<file path="src/rtl/mem_port_arbiter.sv">
// Arbitrates one single-port synchronous memory between the fetch port and the load/store port.
// Define ARB_ROUND_ROBIN_EN for round-robin arbitration; otherwise data always beats fetch.
module mem_port_arbiter #(
  parameter int ADDR_W  = 32,
  parameter int DATA_W  = 32,
  parameter int MEM_LAT = 1
) (
  input  logic                clk,
  input  logic                reset,
  input  logic                if_req,
  input  logic [ADDR_W-1:0]   if_addr,
  output logic                if_gnt,
  output logic                if_rvalid,
  output logic [DATA_W-1:0]   if_rdata,
  input  logic                d_req,
  input  logic                d_we,
  input  logic [ADDR_W-1:0]   d_addr,
  input  logic [DATA_W-1:0]   d_wdata,
  input  logic [DATA_W/8-1:0] d_be,
  output logic                d_gnt,
  output logic                d_rvalid,
  output logic [DATA_W-1:0]   d_rdata,
  output logic                mem_en,
  output logic                mem_we,
  output logic [DATA_W/8-1:0] mem_be,
  output logic [ADDR_W-1:0]   mem_addr,
  output logic [DATA_W-1:0]   mem_wdata,
  input  logic [DATA_W-1:0]   mem_rdata,
  output logic                busy
);

  localparam logic [1:0] LAT_INIT = 2'(MEM_LAT - 1);

  typedef enum logic [1:0] {
    IDLE    = 2'd0,
    RD_WAIT = 2'd1,
    RD_RET  = 2'd2
  } state_t;

  state_t            r_state;
  state_t            w_next;
  logic [1:0]        r_lat_cnt;
  logic              r_owner;        // 1: outstanding read belongs to the data port
  logic [DATA_W-1:0] r_if_rdata;
  logic [DATA_W-1:0] r_d_rdata;
  logic              w_open;
  logic              w_d_win;
  logic              w_if_gnt;
  logic              w_d_gnt;
  logic              w_rd_gnt;
  logic              w_ret_cap;

  assign w_open = !reset && (r_state == IDLE || r_state == RD_RET);

`ifdef ARB_ROUND_ROBIN_EN
  logic r_last;                      // 1: data port received the most recent grant
  // On a tie the port that did not win last time is served.
  assign w_d_win = d_req && !(if_req && r_last);
`else
  assign w_d_win = d_req;
`endif

  assign w_d_gnt   = w_open && w_d_win;
  assign w_if_gnt  = w_open && !w_d_win && if_req;
  assign w_rd_gnt  = w_if_gnt || (w_d_gnt && !d_we);
  assign w_ret_cap = (r_state == RD_WAIT) && (r_lat_cnt == 2'd0);

  always_ff @(posedge clk or posedge reset) begin
    if (reset) begin
      r_state <= IDLE;
    end else begin
      r_state <= w_next;
    end
  end

  always_comb begin
    w_next = r_state;
    case (r_state)
      IDLE, RD_RET: w_next = w_rd_gnt ? RD_WAIT : IDLE;
      RD_WAIT:      if (r_lat_cnt == 2'd0) w_next = RD_RET;
      default:      w_next = IDLE;
    endcase
  end

  always_comb begin
    if_gnt    = w_if_gnt;
    d_gnt     = w_d_gnt;
    mem_en    = 1'b0;
    mem_we    = 1'b0;
    mem_be    = '0;
    mem_addr  = '0;
    mem_wdata = '0;
    if (w_d_gnt) begin
      mem_en    = 1'b1;
      mem_we    = d_we;
      mem_be    = d_be;
      mem_addr  = d_addr;
      mem_wdata = d_wdata;
    end else if (w_if_gnt) begin
      mem_en    = 1'b1;
      mem_be    = '1;
      mem_addr  = if_addr;
    end
    if_rvalid = (r_state == RD_RET) && !r_owner;
    d_rvalid  = (r_state == RD_RET) && r_owner;
    busy      = (r_state != IDLE);
  end

  always_ff @(posedge clk or posedge reset) begin
    if (reset) begin
      r_lat_cnt  <= 2'd0;
      r_owner    <= 1'b0;
      r_if_rdata <= '0;
      r_d_rdata  <= '0;
    end else begin
      if (w_rd_gnt) begin
        r_lat_cnt <= LAT_INIT;
        r_owner   <= w_d_gnt;
      end else if (r_state == RD_WAIT && r_lat_cnt != 2'd0) begin
        r_lat_cnt <= r_lat_cnt - 2'd1;
      end
      if (w_ret_cap) begin
        if (r_owner) r_d_rdata  <= mem_rdata;
        else         r_if_rdata <= mem_rdata;
      end
    end
  end

`ifdef ARB_ROUND_ROBIN_EN
  always_ff @(posedge clk or posedge reset) begin
    if (reset) begin
      r_last <= 1'b0;
    end else if (w_if_gnt) begin
      r_last <= 1'b0;
    end else if (w_d_gnt) begin
      r_last <= 1'b1;
    end
  end
`endif

  assign if_rdata = r_if_rdata;
  assign d_rdata  = r_d_rdata;

endmodule
</file>
<file path="config.mk">
export PLATFORM = sky130hd
export DESIGN_NAME = mem_port_arbiter
export DESIGN_NICKNAME = d
export VERILOG_FILES = /design/src/rtl/mem_port_arbiter.sv
export SDC_FILE = /design/constraint.sdc
export NUM_CORES = 1
export LEC_CHECK = 0
export CORE_AREA = 2 2 107 109
export DETAILED_ROUTE_END_ITERATION = 6
export DIE_AREA = 0 0 109 111
export GPL_ROUTABILITY_DRIVEN = 0
export PLACE_DENSITY = 0.8
export SKIP_CTS_REPAIR_TIMING = 1
export SYNTH_ARGS = -nofsm -noshare
export SYNTH_HDL_FRONTEND = slang
export SYNTH_SLANG_ARGS = --single-unit
</file>
<file path="constraint.sdc">
create_clock -name clk -period 3.3 [get_ports clk]
set_clock_uncertainty 0.15 [all_clocks]
set_input_delay 0.495 -clock clk [delete_from_list [all_inputs] [get_ports clk]]
set_output_delay 0.495 -clock clk [all_outputs]
set_load 0.01 [all_outputs]
</file>
* Yosys cells after proc, flatten, opt, wreduce, memory -nomap -nowiden
Index checks and enable logic that the tools add are counted.
** Word-level totals
- Bits in registers :: 69
- Input bits :: 137
- Output and inout bits :: 139
- Logic and storage cells :: 46
** Cells by class
- Add/sub/neg operators :: 1
- Equality and inequality tests :: 3
- Mux-type cells :: 13
- Bitwise operators :: 1
- Reduce and logical (&&, ||, !) cells :: 23
** Operators with widths (count)
- 32-bit two-way mux :: 3
- 1-bit logical AND :: 9
- 4-bit two-way mux :: 2
- 2-bit two-way mux :: 3
- 2-bit nonzero test :: 3
- 1-bit logical NOT :: 4
- 2-bit logical NOT :: 2
- 1-bit two-way mux :: 4
- 2-bit one-hot mux with 2 select lines :: 1
- 2-bit AND reduction :: 2
- 2-bit by 1-bit equality test with 1-bit output (second input constant) :: 1
- 2-bit equality test (second input constant) :: 1
- 1-bit logical OR :: 2
- 2-bit by 1-bit inequality test with 1-bit output (second input constant) :: 1
- 2-bit OR reduction :: 1
- 2-bit by 1-bit subtractor with 2-bit output (second input constant) :: 1
- 1-bit NOT :: 1

* Logic depth before layout (Yosys ltp)
Gate-level depths: netlist (run 1).
- Depth in word-level cells :: 8
- Depth in mapped cells :: 7
- Gate-level depth less buffers :: 5

* Worst setup path after synthesis (run 1)
No wires, ideal clock.
- Kind :: reg-to-output
- Start :: register r_state[0]
- End :: output port mem_addr[10]
- Arrival :: 1370 ps
- Data required time :: 2655 ps
- Slack :: 1285 ps
- Stages on the path, launching flop included :: 5
- Path buffers :: 2
- Path through :: dfrtp_1 -> buf_6 -> nor4b_4 -> clkbuf_1 -> a22o_1
** Between the ends
- Longest elaborated chain between the ends :: 7
- Elaborated cells between the ends (all ways) :: 9
- Those cells by class :: eq/ne: 1; mux: 2; reduce/logical: 6
** Ends and longest elaborated chain
- start: declaration :: line 40 : state_t r_state;
- start signal: assignment :: line 72 : r_state <= w_next;
- 2-bit equality test / 2-bit logical NOT (equally long branches) :: line 53 : assign w_open = !reset && (r_state == IDLE || r_state == RD_RET);
- 1-bit logical OR (*) :: line 53
- 1-bit logical AND (*) :: line 53
- 1-bit logical AND (2 in series) :: line 64 : assign w_if_gnt = w_open && !w_d_win && if_req;
- 32-bit two-way mux :: line 99 : end else if (w_if_gnt) begin
- 32-bit two-way mux (*) :: line 93 : if (w_d_gnt) begin
- end: declaration :: line 26 : output logic [ADDR_W-1:0] mem_addr,
Mark *: on every way between the ends. The rest lies on a longest branch, timed or not.

* Worst setup path after layout (run 1)
- Start :: input port d_req
- End :: output port mem_addr[25]
** Between the ends
- Longest elaborated chain between the ends :: 5
- Elaborated cells between the ends (all ways) :: 6
- Those cells by class :: mux: 2; reduce/logical: 4
** Ends and longest elaborated chain
- start: declaration :: line 15 : input logic d_req,
- 1-bit logical NOT :: line 64
- 1-bit logical AND (2 in series) :: line 64
- 32-bit two-way mux :: line 99
- 32-bit two-way mux (*) :: line 93
Marks and branches as above.

==> results of run 1 <==
per-layer routing:
layer	vias up	global-route usage [%]	routed length [µm]
met5	-	0	0
met4	0	9.23	438
met3	23	5.23	924
met2	156	34.3	6300
met1	1515	23.9	4810
li1	1474	-	-
registers in the layout, summed over array words and instances, names as in the netlist:
register and count:
if_rdata 32, d_rdata 32, r_owner 1, r_state 2, r_lat_cnt 2
worst max path at each step:
stage / slack, ns / to / startpoint
floorplan: 0.92 / d_rdata[0] / reset
finish: 0.15 / mem_addr[25] / d_req
global placement: 0.11 / mem_addr[30] / d_req
detailed placement: 0.12 / mem_addr[24] / d_req
CTS: 0.12 / mem_addr[24] / d_req
global route: 0.02 / mem_addr[30] / d_req
synthesized netlist by cell type:
library cell / instances / share of area [%]
o22ai_1: 1 / 0.18
and3b_4: 1 / 0.36
buf_12: 3 / 1.7
xnor2_1: 1 / 0.25
a22o_1: 32 / 8.1
mux2_2: 34 / 11
nor3b_1: 3 / 0.65
dfrtp_1: 69 / 50
nand2_1: 2 / 0.22
nor2_1: 4 / 0.44
ha_1: 1 / 0.36
and2_4: 1 / 0.25
a21oi_1: 4 / 0.58
a2111oi_0: 1 / 0.25
clkbuf_1: 8 / 0.87
and3_1: 33 / 6.0
a211oi_1: 1 / 0.22
nor4b_4: 1 / 0.69
buf_6: 8 / 2.6
mux2_4: 30 / 13
or2_2: 2 / 0.36
o21ai_0: 1 / 0.15
inv_1: 10 / 1.1
buf_2: 2 / 0.29
report_power, final:
part | internal [W] | switching [W]
Sequential | 0.00128 | 0.000243
Combinational | 0.00167 | 0.000944
Clock | 0.000610 | 0.000364
kinds of logic (layout without fill, tap and decap cells):
family	Yosys count	after routing	synth area share, %
adder cells (fa/ha/maj)	1	1	0.363
flip-flops	69	69	50.1
multiplexers	64	64	24.2
AND/OR/NAND/NOR	47	47	8.97
buffers and inverters	31	311	6.61
AO/OA/AOI/OAI	40	40	9.51
XOR/XNOR	1	1	0.254
final cells by class:
cell class              instances  area (µm²)  area share [%]
clock buffers                  10         239            3.63
well taps                     143         179            2.72
clock inverters                 6        70.1            1.06
repair buffers                285        2840            43.1
inverters                      10        37.5           0.570
multi-input cells             153        1490            22.7
flip-flops and latches         69        1730            26.2
through the flow:
step	cells	setup WS [ns]	utilization [%]	hold slack, ns	cell area, µm²
after global routing	676	0.0185	59.4	0.361	6580
after global placement	660	0.108	56.6	0.336	6270
after detailed placement	660	0.120	56.6	0.343	6270
after floorplan	253	0.915	-	0.360	3450
after CTS	676	0.117	59.4	0.356	6580
final	676	0.146	59.4	0.354	6580
worst max-delay path: stages:
cell	delay [ns]
clkdlybuf4s50_1	0.61
nand2_1	0.12
inv_1	0.27
buf_4	0.23
a22o_1	0.16
clkdlybuf4s50_1	0.61
==> impl_metrics.tcl, run 1 <==
set metrics [dict create \
    status "finished clean" \
    clock_latency_ns 0.32 \
    slew_violations 0 \
    die-height_um 111 \
    reg2reg_from "r_lat_cnt[0]" \
    p_leak_nw 2.82 \
    synth_cell_types 24 \
    grt_pass1_wl_um 18600 \
    min-delay-start "d_rdata[4]" \
    syn_area_um2 3450 \
    grt_overflow 0 \
    initial_core_util_pct 31.1 \
    end_kind "output pin" \
    hp-class "flop to flop" \
    die_area_um2 12100 \
    totalPowerFinal_w 0.00511 \
    hpwl_um 10300 \
    reg2reg_to "if_rdata[18]" \
    io_pins 276 \
    cp_max_fo 9 \
    antenna_found_initial 0 \
    final_common_cell "clkdlybuf4s50_1" \
    grt_pass1_vias 3288 \
    area_growth_pct 91.0 \
    cts_made_buffers 9 \
    rrSetupSlack_ns 1.24 \
    reg2reg_depth 5 \
    power_density_nw_per_um2 777 \
    avgSynthCellArea_um2 13.6 \
    cts_htree_levels 3 \
    num_vias 3168 \
    start_kind "input port" \
    drive_above_1_share_pct 18.2 \
    wl_um 12500 \
    cts_max_path_buffers 2 \
    grt_use_total_pct 20.3 \
    yosysWarnings 0 \
    cts-root-buf "clkbuf_16" \
    critPathArrivalTime_ns 2.51 \
    post-route-period-util_pct 95.6 \
    num_antenna_cells 0 \
    crit_type "input port to output pin" \
    rsz0062_at_grt "no" \
    die_x_um 109 \
    wire_per_inst_um 18.5 \
    hold_violations 0 \
    ir_drop_mv 0.454 \
    cap_violations 0 \
    viasPerCell 4.69 \
    core_area_um2 11100 \
    tns_ns 0 \
    final_cell_mix "clkdlybuf4s50_1 (274), dfrtp_1 (69), mux2_2 (34)" \
    worst_pin_slew_ns 0.728 \
    min_to "d_rdata[4]" \
    clk_pin_slew_worst_paths_ns 0.06 \
    synthCells 253 \
    drt_iter0_drc 149 \
    ys_seq_area_share_pct 50.1 \
    syn-num-nets 391 \
    max_freq_mhz 317 \
    setup_violations 0 \
    ys_ff_latch 69 \
    min_period_ns 3.15 \
    antenna_left 0 \
    min_path_cells 1 \
    slew_headroom_pct 50.2 \
    row_count 39 \
    required_ns 2.65 \
    grt_max_degree 39 \
    drcViolationCount 0 \
    cts_tree "done" \
    final_nets 666 \
    drt_first_pass_iters 4 \
    fillers 908 \
    numClockSinks 69 \
    port_buffers 275 \
]
No activity file was read; power rests on OpenSTA's default activity.
==> run 2: changes to the inputs <==
- PLACE_DENSITY: 0.8 -> 0.77
==> impl_metrics.tcl, run 2 (same netlist as run 1, synthesis figures left out) <==
set metrics [dict create \
    row_count 39 \
    viasPerCell 4.72 \
    area_growth_pct 90.7 \
    cp_max_fo 32 \
    crit_path_cell_trace "clkdlybuf4s50_1, nor2_1, nand2_1, inv_1, buf_12, a22o_1, clkdlybuf4s50_1" \
    worst_pin_slew_ns 0.773 \
    drcViolationCount 0 \
    clk_pin_slew_worst_paths_ns 0.05 \
    wire_per_inst_um 18.8 \
    tns_ns 0 \
    rrSetupSlack_ns 1.24 \
    setup_slack_ns 0.206 \
    end_kind "output pin" \
    antenna_found_initial 0 \
    io_pins 276 \
    min_path_cells 1 \
    slew_headroom_pct 47.1 \
    hp-class "flop to flop" \
    antenna_left 0 \
    cts-root-buf "clkbuf_16" \
    num_vias 3175 \
    power_density_nw_per_um2 772 \
    reg2reg_to "if_rdata[19]" \
    die_area_um2 12100 \
    utilization_pct 59.3 \
    dp.cells 657 \
    cts_htree_levels 3 \
    grt_overflow 0 \
    hold_violations 0 \
    cts_made_buffers 9 \
    initial_core_util_pct 31.1 \
    core_area_um2 11100 \
    crit_type "input port to output pin" \
    grt_max_degree 41 \
    finalNonFillerCells 673 \
    path_delay_family "buffers and inverters" \
    final_common_cell "clkdlybuf4s50_1" \
    min_to "d_rdata[19]" \
    clock_latency_ns 0.32 \
    cap_violations 0 \
    wl_um 12700 \
    hpwl_um 10400 \
    reg2reg_from "r_lat_cnt[0]" \
    totalPowerFinal_w 0.00507 \
    slew_violations 0 \
    numClockSinks 69 \
    critPathArrivalTime_ns 2.45 \
    die_x_um 109 \
    drive_above_1_share_pct 17.2 \
    min_period_ns 3.09 \
    critPathSlowestCell "clkdlybuf4s50_1" \
    max_freq_mhz 323 \
    start_kind "input port" \
    min-delay-start "d_rdata[19]" \
    reg2reg_depth 5 \
    drt_iter0_drc 150 \
    cp_slowest_stage_delay_ns 0.57 \
    final_cell_mix "clkdlybuf4s50_1 (275), dfrtp_1 (69), mux2_2 (34)" \
    post-place-ws_ns 0.122 \
    p_leak_nw 2.81 \
    num_antenna_cells 0 \
    required_ns 2.65 \
    final_nets 663 \
    grt_pass1_wl_um 18700 \
    post-route-period-util_pct 93.8 \
    grt_use_total_pct 20.7 \
    drt_first_pass_iters 4 \
    path_buf_inv 4 \
    status "finished clean" \
    path_common_cell "clkdlybuf4s50_1" \
    setup_violations 0 \
    die-height_um 111 \
    ir_drop_mv 0.422 \
    cts_max_path_buffers 2 \
    rsz0062_at_grt "no" \
    grt_pass1_vias 3314 \
    port_buffers 275 \
    cts_tree "done" \
]
==> run 2: cell types whose count changed in the layout (fill, tap and decap cells not counted) <==
cell             previous run  this run
buf_4                      10         4
buf_12                      1         3
clkbuf_1                    0         2
clkinv_2                    0         2
clkinvlp_4                  3         1
inv_6                       2         0
clkdlybuf4s50_1           274       275
o21ai_0                     1         0
o21ai_1                     0         1
==> run 2: power breakdown <==
part | internal, W | switching (W)
clock network | 0.000602 | 0.000328
logic | 0.00167 | 0.000949
registers | 0.00128 | 0.000241
==> run 2: final cells by class <==
cell class / count / area, µm²
clock inverters: 4 / 47.5
well taps: 143 / 179
inverters: 10 / 37.5
fillers: 921 / 4510
multi-input cells: 153 / 1490
clock buffers: 12 / 246
flip-flops and latches: 69 / 1730
repair buffers: 282 / 2840
==> run 2: worst max path at each step <==
stage	from	endpoint	slack [ns]	cells after the start
floorplan	reset	d_rdata[0]	0.92	1
global route	reset	mem_addr[25]	0.05	7
finish	reset	mem_addr[25]	0.21	7
CTS	reset	mem_be[2]	0.12	6
detailed placement	reset	mem_be[2]	0.12	6
global placement	d_req	mem_addr[22]	0.17	5
==> run 2: worst register-to-register path: cells and delay by family (launching register included) <==
family                   cells  cell delay (ns)
AND/OR/NAND/NOR              2             0.77
adder cells (fa/ha/maj)      1             0.16
multiplexers                 1             0.42
buffers and inverters        1             0.06
flip-flops                   1             0.38
==> run 2: metal layers <==
layer	vias up	GRT usage [%]	part of all wire (%)	wire (µm)
met1	1523	24.2	39	4960
met4	0	8.63	3.0	379
met3	20	6.06	8.5	1070
met2	168	35.1	49	6270
met5	-	0	0	0
li1	1464	-	-	-
==> run 2: stage by stage <==
stage | hold slack [ns] | instance area (µm²)
floorplan | 0.360 | 3450
global route | 0.364 | 6570
finish | 0.351 | 6570
detailed placement | 0.342 | 6280
global placement | 0.337 | 6280
CTS | 0.353 | 6570
==> run 3: changes to the inputs <==
- CTS_CLUSTER_DIAMETER: default -> 150
- CTS_CLUSTER_SIZE: default -> 12
- MAX_ROUTING_LAYER: default -> met4
==> impl_metrics.tcl, run 3 (same netlist as run 1, synthesis figures left out) <==
set metrics [dict create \
    worst_pin_slew_ns 0.777 \
    port_buffers 275 \
    antenna_left 0 \
    required_ns 2.65 \
    reg2reg_to "if_rdata[19]" \
    reg2reg_depth 5 \
    clk_pin_slew_worst_paths_ns 0.05 \
    cts-root-buf "clkbuf_16" \
    hp-class "flop to flop" \
    totalPowerFinal_w 0.00507 \
    grt_overflow 0 \
    final_nets 663 \
    cap_violations 0 \
    path_buf_inv 4 \
    min-delay-start "d_rdata[19]" \
    cts_htree_levels 3 \
    min_path_cells 1 \
    viasPerCell 4.73 \
    sw_frac_of_total_pct 29.9 \
    die-height_um 111 \
    cp_num_cells 7 \
    p_sw_w 0.00152 \
    grt_max_degree 41 \
    clock_latency_ns 0.32 \
    clockPowerShare_pct 18.3 \
    row_count 39 \
    path_delay_family "buffers and inverters" \
    tns_ns 0 \
    final_common_cell "clkdlybuf4s50_1" \
    post-place-ws_ns 0.122 \
    min_to "d_rdata[19]" \
    fillers 921 \
    num_antenna_cells 0 \
    path_common_cell "clkdlybuf4s50_1" \
    drt_first_pass_iters 5 \
    reg2reg_from "r_lat_cnt[0]" \
    cts_made_buffers 9 \
    p_int_w 0.00356 \
    status "finished clean" \
    die_area_um2 12100 \
    num_vias 3181 \
    die_x_um 109 \
    cp_slowest_stage_delay_ns 0.57 \
    slew_violations 0 \
    cts_max_path_buffers 2 \
    crit_start "reset" \
    rrSetupSlack_ns 1.25 \
    initial_core_util_pct 31.1 \
    antenna_found_initial 0 \
    power.share.sequential_pct 30.1 \
    drive_above_1_share_pct 17.2 \
    setup_slack_ns 0.201 \
    critPathSlowestCell "clkdlybuf4s50_1" \
    rsz0062_at_grt "no" \
    drcViolationCount 0 \
    ir_drop_mv 0.423 \
    min_period_ns 3.10 \
    wl_um 12700 \
    end_kind "output pin" \
    hpwl_um 10400 \
    p_comb_share_pct 51.6 \
    hold_violations 0 \
    core_area_um2 11100 \
    power_density_nw_per_um2 772 \
    utilization_pct 59.3 \
    p_leak_nw 2.81 \
    wire_per_inst_um 18.9 \
    post-route-period-util_pct 93.9 \
    cp_max_fo 32 \
    slew_headroom_pct 46.9 \
    area_growth_pct 90.7 \
    drt_iter0_drc 189 \
    crit_type "input port to output pin" \
    max_freq_mhz 323 \
    setup_violations 0 \
    io_pins 276 \
    numClockSinks 69 \
    grt_pass1_vias 3322 \
    final_cell_mix "clkdlybuf4s50_1 (275), dfrtp_1 (69), mux2_2 (34)" \
    crit_path_cell_trace "clkdlybuf4s50_1, nor2_1, nand2_1, inv_1, buf_12, a22o_1, clkdlybuf4s50_1" \
    start_kind "input port" \
    critPathArrivalTime_ns 2.45 \
    cts_tree "done" \
    grt_pass1_wl_um 18700 \
    grt_use_total_pct 21.3 \
]
-- run 3: cell type report --
| cell class | count | area, µm² | area share [%] |
|---|---|---|---|
| clock inverters | 4 | 47.5 | 0.724 |
| multi-input cells | 153 | 1490 | 22.7 |
| flip-flops and latches | 69 | 1730 | 26.3 |
| inverters | 10 | 37.5 | 0.571 |
| clock buffers | 12 | 246 | 3.75 |
| repair buffers | 282 | 2840 | 43.3 |
| well taps | 143 | 179 | 2.72 |
-- run 3: worst max-delay path by stage --
stage / slack [ns] / end
after detailed placement: 0.12 / mem_be[2]
after floorplan: 0.92 / d_rdata[0]
after global placement: 0.17 / mem_addr[22]
final: 0.20 / mem_addr[25]
after global routing: 0.05 / mem_addr[25]
after CTS: 0.12 / mem_be[2]
-- run 3: per-layer routing --
layer  vias up  share of wire [%]  track usage (%)
li1       1466                  -                -
met1      1532                 40             24.5
met2       165                 50             35.2
met3        18                8.0             5.47
met4         0                2.8             8.63
met5         -                  0                -
-- run 3: through the flow --
step	instances	hold WS [ns]	area (µm²)
global route	673	0.364	6570
finish	673	0.351	6570
floorplan	253	0.360	3450
CTS	673	0.353	6570
global placement	657	0.337	6280
detailed placement	657	0.342	6280
-- run 3: power groups by stage --
stage / clock (W) / sequential (W) / combinational (W)
floorplan: 0 / 0.00169 / 0.00110
global placement: 0 / 0.00151 / 0.00259
detailed placement: 0 / 0.00154 / 0.00264
CTS: 0.000952 / 0.00153 / 0.00265
global route: 0.00100 / 0.00158 / 0.00278
finish: 0.000931 / 0.00153 / 0.00262
